### config.mk
export PLATFORM = sky130hd
export DESIGN_NAME = serial_adder_ctrl_flat
export DESIGN_NICKNAME = d
export VERILOG_FILES = /design/src/rtl/serial_adder_ctrl_if.sv /design/src/rtl/serial_adder_ctrl.sv /design/src/flat_wrapper.sv
export SDC_FILE = /design/constraint.sdc
export NUM_CORES = 1
export LEC_CHECK = 0
export CORE_MARGIN = 1.5
export CORE_UTILIZATION = 32
export DETAILED_ROUTE_END_ITERATION = 8
export PLACE_DENSITY = 0.65
export SYNTH_ARGS = -nofsm -noshare
export SYNTH_HDL_FRONTEND = slang
export SYNTH_SLANG_ARGS = --single-unit
### constraint.sdc
create_clock -name clk -period 4.34 [get_ports clk]
set_input_delay 1.085 -clock clk [delete_from_list [all_inputs] [get_ports clk]]
set_output_delay 1.085 -clock clk [all_outputs]
set_load 0.02 [all_outputs]
### src/rtl/serial_adder_ctrl_if.sv
// Start/done handshake and operand/result bus for the bit-serial adder.
// Handshake: the requester raises start with a/b/cin valid; the controller
// takes them on the first rising edge it sees start while idle (busy=0,
// done=0). There is no back-pressure beyond that: start seen while busy or
// during the done cycle is dropped, not queued. done is a one-cycle pulse
// marking sum/cout/ovf valid; those stay put until the next done pulse.
interface serial_adder_ctrl_if #(
    parameter int WIDTH = 8
);
    logic             start;
    logic [WIDTH-1:0] a;
    logic [WIDTH-1:0] b;
    logic             cin;
    logic             busy;
    logic             done;
    logic [WIDTH-1:0] sum;
    logic             cout;
    logic             ovf;
    logic [1:0]       dbg_state;

    // Requester side: drives the request, observes results and state.
    modport master (
        output start, a, b, cin,
        input  busy, done, sum, cout, ovf, dbg_state
    );

    // Controller side.
    modport slave (
        input  start, a, b, cin,
        output busy, done, sum, cout, ovf, dbg_state
    );
endinterface

### src/rtl/serial_adder_ctrl.sv
// Bit-serial adder controller: one full-adder cell adds two WIDTH-bit
// operands LSB first, one bit per clock, with a start/done handshake.
module serial_adder_ctrl #(
    parameter int WIDTH = 8
) (
    input  logic                 clk,
    input  logic                 rst_n,
    serial_adder_ctrl_if.slave   bus
);
    localparam int CW = $clog2(WIDTH) + 1;

    localparam logic [1:0] ST_IDLE = 2'd0;
    localparam logic [1:0] ST_RUN  = 2'd1;
    localparam logic [1:0] ST_DONE = 2'd2;

    logic [1:0]       r_state;
    logic [WIDTH-1:0] r_a_sh;
    logic [WIDTH-1:0] r_b_sh;
    logic [WIDTH-1:0] r_result;
    logic             r_carry;
    logic [CW-1:0]    r_cnt;
    logic [WIDTH-1:0] r_sum;
    logic             r_cout;
    logic             r_ovf;

    logic             w_fa_sum;
    logic             w_fa_cout;
    logic             w_last;

    // The only adder in the block; everything else just feeds it one bit pair
    // per cycle and collects its outputs.
    FULLADDER u_fa (
        .i_a  (r_a_sh[0]),
        .i_b  (r_b_sh[0]),
        .i_ci (r_carry),
        .o_s  (w_fa_sum),
        .o_co (w_fa_cout)
    );

    assign w_last = (r_cnt == CW'(WIDTH - 1));

    // Sequencer and datapath: capture on accepted start, shift during RUN,
    // publish the result on the edge that enters DONE.
    always_ff @(posedge clk or negedge rst_n) begin
        if (!rst_n) begin
            r_state  <= ST_IDLE;
            r_a_sh   <= '0;
            r_b_sh   <= '0;
            r_result <= '0;
            r_carry  <= 1'b0;
            r_cnt    <= '0;
            r_sum    <= '0;
            r_cout   <= 1'b0;
            r_ovf    <= 1'b0;
        end else begin
            case (r_state)
                ST_IDLE: begin
                    if (bus.start) begin
                        r_a_sh   <= bus.a;
                        r_b_sh   <= bus.b;
                        r_carry  <= bus.cin;
                        r_cnt    <= '0;
                        r_result <= '0;
                        r_state  <= ST_RUN;
                    end
                end
                ST_RUN: begin
                    r_result <= {w_fa_sum, r_result[WIDTH-1:1]};
                    r_a_sh   <= {1'b0, r_a_sh[WIDTH-1:1]};
                    r_b_sh   <= {1'b0, r_b_sh[WIDTH-1:1]};
                    r_carry  <= w_fa_cout;
                    r_cnt    <= r_cnt + 1'b1;
                    if (w_last) begin
                        // On the MSB step r_carry is the carry into the MSB and
                        // w_fa_cout the carry out of it; their XOR is signed
                        // overflow.
                        r_sum   <= {w_fa_sum, r_result[WIDTH-1:1]};
                        r_cout  <= w_fa_cout;
                        r_ovf   <= r_carry ^ w_fa_cout;
                        r_state <= ST_DONE;
                    end
                end
                ST_DONE: begin
                    r_state <= ST_IDLE;
                end
                default: begin
                    r_state <= ST_IDLE;
                end
            endcase
        end
    end

    // Status is decoded from state; results come straight from flops.
    assign bus.busy      = (r_state == ST_RUN);
    assign bus.done      = (r_state == ST_DONE);
    assign bus.sum       = r_sum;
    assign bus.cout      = r_cout;
    assign bus.ovf       = r_ovf;
    assign bus.dbg_state = r_state;
endmodule

// Gate-level full adder cell. In silicon the sum path is one XOR deep after
// the propagate term and the carry path is AND then OR, so carry settles last.
module FULLADDER (
    input  logic i_a,
    input  logic i_b,
    input  logic i_ci,
    output logic o_s,
    output logic o_co
);
    logic w_p;
    logic w_g;
    logic w_t;

    xor u_x0 (w_p, i_a, i_b);
    xor u_x1 (o_s, w_p, i_ci);
    and u_a0 (w_g, i_a, i_b);
    and u_a1 (w_t, w_p, i_ci);
    or  u_o0 (o_co, w_g, w_t);
endmodule

### src/flat_wrapper.sv
// flat-port wrapper written by rule: the top's interface ports become plain ports
module serial_adder_ctrl_flat 
#(
    parameter int WIDTH = 8
)
  (clk, rst_n, bus_start, bus_a, bus_b, bus_cin, bus_busy, bus_done, bus_sum, bus_cout, bus_ovf, bus_dbg_state);
  serial_adder_ctrl_if #(.WIDTH(WIDTH)) bus_i ();
  input  logic clk;
  input  logic rst_n;
  input wire logic [$bits(bus_i.start)-1:0] bus_start;
  input wire logic [$bits(bus_i.a)-1:0] bus_a;
  input wire logic [$bits(bus_i.b)-1:0] bus_b;
  input wire logic [$bits(bus_i.cin)-1:0] bus_cin;
  output wire logic [$bits(bus_i.busy)-1:0] bus_busy;
  output wire logic [$bits(bus_i.done)-1:0] bus_done;
  output wire logic [$bits(bus_i.sum)-1:0] bus_sum;
  output wire logic [$bits(bus_i.cout)-1:0] bus_cout;
  output wire logic [$bits(bus_i.ovf)-1:0] bus_ovf;
  output wire logic [$bits(bus_i.dbg_state)-1:0] bus_dbg_state;
  assign bus_i.start = bus_start;
  assign bus_i.a = bus_a;
  assign bus_i.b = bus_b;
  assign bus_i.cin = bus_cin;
  assign bus_busy = bus_i.busy;
  assign bus_done = bus_i.done;
  assign bus_sum = bus_i.sum;
  assign bus_cout = bus_i.cout;
  assign bus_ovf = bus_i.ovf;
  assign bus_dbg_state = bus_i.dbg_state;
  serial_adder_ctrl #(.WIDTH(WIDTH)) u_core (.clk(clk), .rst_n(rst_n), .bus(bus_i));
endmodule
==> impl_metrics.yaml <==
yosys:
  syn_inst: 137
  yosys_warnings: 0
  synthTopCellsByArea: "dfrtp_1 60%, mux2_2 7.5%, a22oi_1 6.8%"
  synthesis.nets: 159
  avgSynthCellArea_um2: 12.09
  yosysSeqAreaShare: 0.6042
  ys_ff_latch: 40
  syn_area_mm2: 0.001657
  synth_top_area_cell: "dfrtp_1"
  synth_cell_types: 23
  synth_top_area_frac: 0.6042
die:
  io_pins: 34
  fp-row-count: 26
  die_width_um: 74.95
  die_h_um: 74.95
  core-area_mm2: 0.005042
  die-area_mm2: 0.005618
  start_util: 0.3285
sta:
  fin_crit_sh: 0.7554
  max_freq_ghz: 0.3050
  maxSlewViolCount: 0
  skew_ns: 0.008615
  setup-violations-final: 0
  setup_tns_ns: 0
  maxSlewHeadroom: 0.3154
  final.min_clock_period_ns: 3.278
  rsz0062_at_grt: "no"
  worst_pin_slew_ns: 1.025
  final-hold-violation-count: 0
clock_tree:
  cts-resized-gates: 0
  hold_buffers: 0
  clk-insertion-delay-late_ns: 0.30
  clock_sinks: 40
  clock_path_buffers: 2
  h-tree-depth: 2
  cts_buffers: 5
  cts_tree: "built"
  postCtsSetupRepairBufs: 0
  cts-root-buf: "clkbuf_8"
  cts.reportedPaths.clkPinSlew_ns: 0.07
global_routing:
  track_usage: 0.1313
  overflow: 0
  grt_antenna_before_repair: 0
  grt_pass1_wl_mm: 5.306
  grt_max_degree: 41
  grt_pass1_vias: 1139
route:
  wirelength_mm: 3.138
  drcViolationCount: 0
  drtIter0Drc: 54
  vias: 1157
  ant_nets: 0
  dr.pass1.iters: 4
  wl_per_cell_um: 13.08
  viasPerCell: 4.821
worst_setup_path:
  cp.depth: 3
  crit_chain: "nand2b_1 -> clkinv_1 -> clkdlybuf4s50_1"
  cp_data_required_time_ns: 3.25
  critical_path.startpoint: "u_core.bus.dbg_state[0]"
  path_delay_family: "buffers and inverters"
  worstPathMaxFanout: 24
  worst-path-buf-inv: 2
  end_kind: "output pin"
  critical_path_arrival_ns: 2.19
  worst_path_largest_cell_delay_ns: 0.82
  r2r_start: "u_core.bus.dbg_state[0]"
  start_kind: "flop"
  cpMaxStageDelayCell: "dfrtp_1"
  path_class: "flop to output pin"
  r2r_cells: 3
place:
  dp_hpwl_mm: 2.069
  place_congestion: 0.7672
  numPortBuffers: 33
  dpl-instance-area_mm2: 0.002034
hold_path:
  min_from: "u_core.r_a_sh[4]"
  whs_path_depth: 2
  hold_path_class: "flop to flop"
power_and_ir_drop:
  peakVddDrop_mv: 0.2211
  p_leak_uw: 0.0009243
  power.density_mw_per_mm2: 706.7
layout:
  syn2layout_area_growth_pct: 29.83
  fillers: 479
  final_util: 0.4266
  multi_input_area_um2: 609.3
  final_nets: 191
  num_antenna_cells: 0
  regArea_mm2: 0.001001
  drive_gt1_frac: 0.1353
  stdcell_area_mm2: 0.002151
job:
  maxCapViolCount: 0
outcome:
  outcome: "finished clean"
[cells by family (layout without fill, tap and decap cells)]
logic type / Yosys count / after routing / share of synthesized area
compound gates: 46 / 46 / 0.1896
xor+xnor: 1 / 1 / 0.005288
fa+ha+maj: 2 / 2 / 0.01964
buf+inv: 10 / 43 / 0.03021
flops: 40 / 40 / 0.6042
mux: 11 / 11 / 0.07477
simple gates: 27 / 27 / 0.07629
[cell usage in the layout, fill, tap and decap left out, types with 2 or more instances in the layout]
cell / instances
a21oi_1: 2
nor2b_1: 3
nor2_1: 2
clkbuf_8: 5
nand2_1: 17
clkdlybuf4s50_1: 32
clkinv_4: 2
a22oi_1: 15
mux2_2: 11
dfrtp_1: 40
a22o_1: 11
o21ai_0: 16
[routing by layer]
layer | GRT usage | wire length, um | vias up | part of all wire
li1 | - | - | 556 | -
met3 | 0.05489 | 201 | 4 | 0.064
met1 | 0.1628 | 1496 | 562 | 0.48
met2 | 0.2026 | 1403 | 35 | 0.45
met5 | 0 | 0 | - | 0
met4 | 0.05455 | 37 | 0 | 0.012
[worst register-to-register path, cell delays in order, from the launching register on]
cell and delay (ns):
dfrtp_1 0.82, nand2b_1 0.23, nor3_2 0.77, mux2_2 0.42
[per-stage QoR]
| stage | hold slack (ns) | total power [uW] | setup slack (ns) | cells |
|---|---|---|---|---|
| 2_1_floorplan | 0.4501 | 1020 | 2.097 | 137 |
| 3_3_place_gp | 0.4605 | 1212 | 1.385 | 232 |
| 4_1_cts | 0.4880 | 1543 | 1.031 | 240 |
| 6_report | 0.4830 | 1520 | 1.062 | 240 |
| 5_1_grt | 0.5209 | 1636 | 0.8831 | 240 |
| 3_5_place_dp | 0.4705 | 1230 | 1.357 | 232 |
[where the power goes]
group | internal [uW] | switching (uW) | total (uW) | leakage (uW)
Clock | 173 | 135 | 308 | 0.0000583
Combinational | 289 | 261 | 551 | 0.000344
Sequential | 525 | 136 | 661 | 0.000522
[Yosys cell counts (all sizes together)]
cell type	instances
a21oi	2
a22o	11
a22oi	15
and2	1
and3b	1
buf	8
clkbuf	1
clkinv	1
dfrtp	40
fa	1
ha	1
mux2	11
nand2	17
nand2b	1
nand3	1
nor2	2
nor2b	3
nor3	1
o21ai	16
o21bai	1
o31ai	1
xor2	1
[state kept, by name, indices dropped and copies added (netlist names)]
name	count
u_core.bus.dbg_state	2
u_core.r_carry	1
u_core.r_a_sh	8
u_core.bus.cout	1
u_core.bus.ovf	1
u_core.bus.sum	8
u_core.r_result	7
u_core.r_b_sh	8
u_core.r_cnt	4
[worst paths after layout]
kind,end,slack (ns)
worst max-delay path,bus_busy,1.06
worst min-delay path,u_core.r_a_sh[4],0.48
min in group asynchronous,u_core.r_cnt[3],0.89
worst min register to register,u_core.r_a_sh[4],0.48
max in group asynchronous,u_core.r_a_sh[4],2.91
worst max register to register,u_core.bus.cout,2.00
[layout make-up]
cell class / instances / share of cell area
timing repair buffer: 34 / 0.1547
inverter: 1 / 0.001745
sequential: 40 / 0.4654
clock buffer: 5 / 0.03200
clock inverter: 3 / 0.02211
tap: 70 / 0.04072
multi-input combinational: 87 / 0.2833
Note: power is estimated with default switching activity, not from simulation.
